[src/rtl/ttl_deser_sync.sv]
// ttl_deser_sync: serial-in / parallel-out deserializer.
// Samples din on each rising edge of cen (detected in the clk domain) and
// assembles WIDTH-bit words, MSB-first (dir=0) or LSB-first (dir=1).
// Finished words go to a holding latch that has a valid/ack handshake and a
// sticky overrun flag.
// Optional feature: define DESER_PARITY_EN to take one trailing parity bit per
// word and report a mismatch on perr (PAR_ODD selects even/odd sense).
module ttl_deser_sync #(
   parameter int WIDTH   = 8,
   parameter bit PAR_ODD = 1'b0
) (
   input  logic             clk,
   input  logic             rst,
   input  logic             cen,
   input  logic             frame,
   input  logic             dir,
   input  logic             din,
   input  logic             rd_ack,
   output logic [WIDTH-1:0] dout,
   output logic             dvalid,
   output logic             ovr,
   output logic             busy,
   output logic             perr
);

   localparam int CW = $clog2(WIDTH + 1);

`ifdef DESER_PARITY_EN
   typedef enum logic [1:0] {IDLE, SHIFT, PARITY} state_t;
`else
   typedef enum logic [1:0] {IDLE, SHIFT} state_t;
`endif

   state_t           state, state_nxt;
   logic [WIDTH-1:0] sr, sr_nxt;
   logic [CW-1:0]    cnt, cnt_nxt;
   logic             dir_q, dir_nxt;
   logic             last_cen;
   logic             cen_edge;
   logic             commit;
   logic             accept;
`ifdef DESER_PARITY_EN
   logic             par_bad;
`endif

   assign cen_edge = cen & ~last_cen;
   assign busy     = (state != IDLE);
   // A word is taken into the latch when it is empty or being emptied this clk.
   assign accept   = commit & (~dvalid | rd_ack);

   // Next-state logic: frame restarts a word from any state, otherwise shift.
   always_comb begin
      // NOTE: every signal gets a default first, so no path can infer a latch.
      state_nxt = state;
      sr_nxt    = sr;
      cnt_nxt   = cnt;
      dir_nxt   = dir_q;
      commit    = 1'b0;
`ifdef DESER_PARITY_EN
      par_bad   = 1'b0;
`endif
      if (cen_edge) begin
         if (frame) begin
            // First bit lands at the end it will occupy after WIDTH-1 shifts.
            dir_nxt   = dir;
            sr_nxt    = dir ? {din, {(WIDTH-1){1'b0}}} : {{(WIDTH-1){1'b0}}, din};
            cnt_nxt   = CW'(1);
            state_nxt = SHIFT;
         end else begin
            case (state)
               SHIFT: begin
                  sr_nxt = dir_q ? {din, sr[WIDTH-1:1]} : {sr[WIDTH-2:0], din};
                  if (cnt == CW'(WIDTH - 1)) begin
                     cnt_nxt = '0;
`ifdef DESER_PARITY_EN
                     state_nxt = PARITY;
`else
                     state_nxt = IDLE;
                     commit    = 1'b1;
`endif
                  end else begin
                     cnt_nxt = cnt + CW'(1);
                  end
               end
`ifdef DESER_PARITY_EN
               PARITY: begin
                  par_bad   = (din != (^sr ^ PAR_ODD));
                  commit    = 1'b1;
                  state_nxt = IDLE;
               end
`endif
               default: ;
            endcase
         end
      end
   end

   // Assembly state registers; last_cen resets high so a held cen is no edge.
   always_ff @(posedge clk or posedge rst) begin
      if (rst) begin
         state    <= IDLE;
         sr       <= '0;
         cnt      <= '0;
         dir_q    <= 1'b0;
         last_cen <= 1'b1;
      end else begin
         // NOTE: sequential state uses non-blocking assignments only.
         state    <= state_nxt;
         sr       <= sr_nxt;
         cnt      <= cnt_nxt;
         dir_q    <= dir_nxt;
         last_cen <= cen;
      end
   end

   // Holding latch and handshake: commit wins over rd_ack clearing dvalid.
   always_ff @(posedge clk or posedge rst) begin
      if (rst) begin
         dout   <= '0;
         dvalid <= 1'b0;
         ovr    <= 1'b0;
      end else begin
         if (accept) begin
            dout   <= sr_nxt;
            dvalid <= 1'b1;
         end else if (rd_ack) begin
            dvalid <= 1'b0;
         end
         if (commit && dvalid && !rd_ack) begin
            ovr <= 1'b1;
         end else if (rd_ack && dvalid) begin
            ovr <= 1'b0;
         end
      end
   end

`ifdef DESER_PARITY_EN
   // Parity flag follows the word held in the latch.
   always_ff @(posedge clk or posedge rst) begin
      if (rst) begin
         perr <= 1'b0;
      end else if (accept) begin
         perr <= par_bad;
      end else if (rd_ack && dvalid) begin
         perr <= 1'b0;
      end
   end
`else
   // Parity sense only matters to the parity build; perr is a constant 0 here.
   assign perr = PAR_ODD & 1'b0;
`endif

endmodule

[config.mk]
export PLATFORM = sky130hd
export DESIGN_NAME = ttl_deser_sync
export DESIGN_NICKNAME = d
export VERILOG_FILES = /design/src/rtl/ttl_deser_sync.sv
export SDC_FILE = /design/constraint.sdc
export NUM_CORES = 1
export LEC_CHECK = 0
export BUFFER_PORTS_ARGS = -buffer_cell sky130_fd_sc_hd__buf_2
export CORE_UTILIZATION = 40
export DETAILED_ROUTE_END_ITERATION = 7
export SLEW_MARGIN = 5
export SYNTH_ARGS = -nofsm -noshare
export SYNTH_HDL_FRONTEND = slang
export SYNTH_SLANG_ARGS = --single-unit
[constraint.sdc]
create_clock -name clk -period 3.95 [get_ports clk]
set_input_delay 0.1975 -clock clk [delete_from_list [all_inputs] [get_ports clk]]
set_output_delay 0.1975 -clock clk [all_outputs]
set_load 0.05 [all_outputs]
# Yosys cells after proc, flatten, opt, wreduce, memory -nomap -nowiden
# Index checks and enable logic that the tools add are counted.
classes:
  addsub: 1
  n_eq_ne: 2
  mux: 19
  bitwise_logic: 5
  n_reduce_logical: 12
op_table:
  columns: ["cell", "n"]
  rows:
  - ["8-bit two-way mux", 5]
  - ["4-bit two-way mux", 3]
  - ["2-bit nonzero test", 5]
  - ["1-bit two-way mux", 8]
  - ["2-bit two-way mux", 3]
  - ["4-bit by 1-bit adder with 4-bit output, second input constant", 1]
  - ["4-bit by 3-bit equality test with 1-bit output, second input constant", 1]
  - ["2-bit AND reduction", 2]
  - ["1-bit logical AND", 3]
  - ["3-bit AND reduction", 1]
  - ["1-bit AND", 2]
  - ["2-bit by 1-bit equality test with 1-bit output, second input constant", 1]
  - ["1-bit NOT", 2]
  - ["1-bit logical NOT", 1]
  - ["1-bit bitwise OR", 1]
totals:
  regBits: 26
  in_bits: 7
  out_inout_bits: 12
  wordCells: 47

# Depth between registers and ports, before layout
depth:
  ltp_word: 8
  depth_mapped: 6
  depth_no_buf: 5

# Worst setup path before layout
# OpenSTA, ideal clock, no wires.
synth_path:
  path_kind: "reg2reg"
  from: "register state[0]"
  to: "register dout[0]"
  setup_time_ns: 0.128
  arrival_time_ns: 1.720
  t_required_ns: 3.822
  setup_slack_ns: 2.102
  stages_incl_launch_ff: 6
  path_buffers: 1
  synth_period_minus_slack_ns: 1.848
  cell_sequence: "dfrtp_1 and3b_1 buf_6 nor3b_4 nand2_4 mux2_1"
synth_via:
  elab_chain_cells: 5
  word_cells_on_any_way: 8
  classes_between: "eq/ne: 1; mux: 6; bitwise: 1"
synth_lines:
  columns: ["element", "line", "text"]
  rows:
  - ["from (decl)", "34", "state_t state, state_nxt;"]
  - ["from (signal assigned)", "108", "state <= state_nxt;"]
  - ["2-bit by 1-bit equality test with 1-bit output *", "70", "case (state)"]
  - ["1-bit two-way mux", "70", null]
  - ["1-bit two-way mux", "63", "if (frame) begin"]
  - ["1-bit two-way mux", "62", "if (cen_edge) begin"]
  - ["1-bit AND", "49", "assign accept = commit & (~dvalid | rd_ack);"]
  - ["to (signal assigned)", "124", "dout <= sr_nxt;"]
  - ["to (decl)", "19", "output logic [WIDTH-1:0] dout,"]
# Every way passes the cells marked *; elsewhere a longest branch is shown, timed or not.
# A chain may end at the register's enable or synchronous reset.

# Worst setup path in the final report
layout_path:
  from: "register state[0]"
  to: "register dout[1]"
# The elaborated chain is that of the path after synthesis.

==> impl_summary.md <==
Floorplanning
The initial utilization of the core area, before any placement, comes to between 40% and 50%. The floorplan core area is approximately 0.0028 mm^2. The die outline width is 56.0 um. In this run the core area contains 19 standard-cell rows.

The die covers 0.00313 mm^2. The floorplan step set the die height to between 50 and 60 um. During I/O placement, the number of pins put on the boundary was 19.

Global route
After global routing the overflow that remains totals 0. The via count of the first global-routing pass is between 800 and 900. The total global-route track usage is roughly 15%.

The largest net degree at the start of global routing is 26. The first-pass GRT wire length is roughly 3700 um. The initial antenna violation count is 0.

STA
The worst path uses ~50% of the clock period. On the final layout, the worst clock skew is 0.00367 ns. The minimum clock period is 2.03 ns.

The number of setup violations in the final report is 0. The count of final max-slew check failures is 0. Summed over all failing endpoints, the final setup total negative slack is 0 ns. Static timing analysis puts the maximum clock frequency at about 0.49 GHz.

The slew at the pin with the worst max-slew slack is between 0.9 and 1 ns. The tightest hold path in the finished design has a slack of approximately 0.056 ns. The final hold violation count is 0. Setup repair after global routing left no endpoint under its margin. The final worst slack is between 1.5 and 2 ns. The relative slew slack is 38.0%.

Layout
Relative to the synthesized area, the layout overhead comes to 11.0%. The net count reported at finish is between 100 and 150. The number of antenna diodes in the final layout is 0. After routing the design area is around 0.0013 mm^2.

Once layout is complete, the utilization of the core stands at a little under half. The finished layout holds 148 standard cells, fillers aside. The fraction of layout cells with a size suffix above 1 is 23.1%.

Power
The overall power is 610 uW. Of the total power, registers draw 56.0%. The share of total power dissipated in the clock network is between 10% and 20%.

In this run the power spent charging and discharging nets is 211 uW. The internal power is 399 uW. The worst vdd rail ir drop is around 340 uV.

Of the total power, combinational logic draws between 20% and 30%. The static leakage is around 0.64 nW. The net switching share of the total power is between 30% and 40%. The power density over cell area is 472 mW/mm^2.

Setup path
The data arrival time of the worst path is 2.24 ns. The critical path class is reg -> reg. The worst setup path is launched from a register.

The data required time of the critical path is 4.17 ns. The most critical setup path has its startpoint at state[0]$_DFFE_PP0P_. The worst-path maximum fanout is 17.

The kind of end point of the critical path is a register. The startpoint of the lowest-slack register-to-register path is state[0]$_DFFE_PP0P_.

Drt
The number of routed nets with antenna violations is 0. Dividing the detail-routed via count by the number of cells gives around 5.4. The number of optimization iterations in the first detailed-route pass is 2. The sum of routed wire length over all layers is ~2100 um. In the routed design, unresolved DRC markers number 0. Summing over every cut layer, the via total after detailed routing is 802. The routed length per instance is roughly 14 um. The number of DRC markers in iteration 0 is 22.

Outcome
The run finished with clean final reports.

Logic synthesis
The share of the synthesized netlist area taken by xor and xnor gates is 0.752%. The cell type contributing the most total cell area after synthesis is sky130_fd_sc_hd__dfrtp_1. The synthesized-area fraction occupied by adder cells is around 1.1%.

The synthesized netlist net count is around 110. The share of synthesized area in the top cell type comes to 51.6%. By count the netlist is led by 24 x sky130_fd_sc_hd__dfrtp_1, 9 x sky130_fd_sc_hd__nor2_1, 8 x sky130_fd_sc_hd__mux2_1.

The mean instance size in the synthesized netlist is ~12 um^2. The cell area that synthesis handed to floorplanning was approximately 0.0012 mm^2. Counting every instance in the synthesized netlist gives 100.

The count of different cell masters after synthesis is 34. The synthesized netlist devotes 11.9% of its cell area to compound gates. The post-synthesis share of cell area spent on and, or, nand and nor gates is approximately 14%. The sequential element share of the synthesized area is a little over half. The primary flip-flop cell chosen by synthesis mapping is sky130_fd_sc_hd__dfrtp_1.

By area the synthesized netlist is led by sky130_fd_sc_hd__dfrtp_1 52%, sky130_fd_sc_hd__mux2_1 7.7%, sky130_fd_sc_hd__mux2i_1 5.2%. Yosys mapped a number of flops with a built-in enable equal to 0. After synthesis, the share of flip-flops with an asynchronous set or reset is 100%. The number of warnings issued by yosys is 0. After synthesis the netlist holds a flip-flop and latch count of 25. The multiplexer share of the synthesized area is 13.9%. The most repeated cell in the gate-level netlist after synthesis is sky130_fd_sc_hd__dfrtp_1.

The dominant combinational cell family by area after synthesis is simple AND/OR/NAND/NOR gates.

Clocking
The maximum root-to-sink buffer count is 2. The latest clock arrival within the worst-skew pair is 0.32 ns. After clock tree synthesis, the repair step resized 0 gates. TritonCTS built the clock tree. CTS built an H-tree with a depth of 1. The clock transition time at the flip-flop clock pins of the worst setup and hold paths is approximately 0.13 ns. The number of clock buffers added by TritonCTS is 3.

The clock root buffer is sky130_fd_sc_hd__clkbuf_4. The clock net in this run drives a total of 25 sinks.

Flow run
Max-cap violations in this run came to 0.

Placed design
In this run the cell area measured after placement is 0.00125 mm^2. At the end of routability-driven placement, the weighted congestion stood at a little over 0.8. The number of instances in the placed design is 143.

The count of buffers added on input and output ports is 17. After legalization and detailed placement, the total HPWL measured 1470 um. Before CTS, the worst setup slack after placement is between 1.5 and 2 ns.

Hold path
The worst min-delay path class is in -> async.
cell type report:
class | instances | area [um^2]
multi-input cells | 67 | 493
clock buffers | 3 | 22.5
repair buffers | 18 | 95.1
clock inverters | 1 | 5.00
flip-flops and latches | 25 | 627
fillers | 265 | 1470
inverters | 3 | 11.3
well taps | 31 | 38.8
registers in the layout, indices dropped and copies added, names as in the netlist:
name,count
cnt,4
dir_q,1
dout,8
dvalid,1
last_cen,1
ovr,1
sr,8
state,1
path summary, 6_finish.rpt:
check                                      end  slack (ns)  depth (start not counted)
setup / recovery           dout[1]$_DFFE_PP0P_        1.92                          4
hold / removal                 sr[6]$_DFF_PP0_        0.06                          2
setup reg to reg           dout[1]$_DFFE_PP0P_        1.92                          4
hold reg to reg                ovr$_DFFE_PP0P_        0.51                          1
max in group asynchronous   cnt[1]$_DFFE_PP0P_        3.33                          2
min in group clk               ovr$_DFFE_PP0P_        0.06                          2
layout by cell type, fill, tap and decap left out, types with 2 or more instances in the layout:
cell type	synthesis	final
sky130_fd_sc_hd__a211oi_1	6	6
sky130_fd_sc_hd__a21oi_1	4	4
sky130_fd_sc_hd__a31oi_1	2	2
sky130_fd_sc_hd__buf_2	3	17
sky130_fd_sc_hd__clkbuf_4	0	3
sky130_fd_sc_hd__dfrtp_1	24	24
sky130_fd_sc_hd__inv_1	3	3
sky130_fd_sc_hd__mux2_1	8	8
sky130_fd_sc_hd__mux2i_1	6	6
sky130_fd_sc_hd__nand2_1	5	5
sky130_fd_sc_hd__nand2b_1	5	5
sky130_fd_sc_hd__nor2_1	9	9
sky130_fd_sc_hd__o21ai_0	2	2
sky130_fd_sc_hd__o22ai_1	2	2
metal layers:
layer  vias up  global-route usage, %  routed length, um
met2        13                   26.4               1040
met1       403                   17.6                924
li1        384                      -                  -
met3         2                   4.88                 73
met4         0                   3.83                 19
met5         -                      0                  0
kinds of logic after synthesis:
kind of cell / after synthesis
mux: 15
flops: 25
buf+inv: 8
compound gates: 20
xor+xnor: 1
simple gates: 29
other cells: 1
fa+ha+maj: 1
power groups by stage:
stage / Clock, mW / Sequential, mW / Combinational, mW
floorplan: 0 / 0.370 / 0.0963
global placement: 0 / 0.346 / 0.153
detailed placement: 0 / 0.347 / 0.156
CTS: 0.123 / 0.342 / 0.159
global route: 0.132 / 0.349 / 0.174
finish: 0.113 / 0.341 / 0.156
worst max-delay path: stages, from the launching register on:
cell	delay, ns
sky130_fd_sc_hd__dfrtp_1	0.49
sky130_fd_sc_hd__and3b_1	0.57
sky130_fd_sc_hd__nor3b_4	0.39
sky130_fd_sc_hd__nand2_4	0.14
sky130_fd_sc_hd__mux2_1	0.33
what timing repair did:
| action | 4_1_cts | 5_1_grt |
|---|---|---|
| endpoints found under the hold margin | 1 | 0 |
| hold buffers | 1 | 0 |
| buffers inserted | 0 | 0 |
Note: power is estimated with default switching activity, not from simulation.
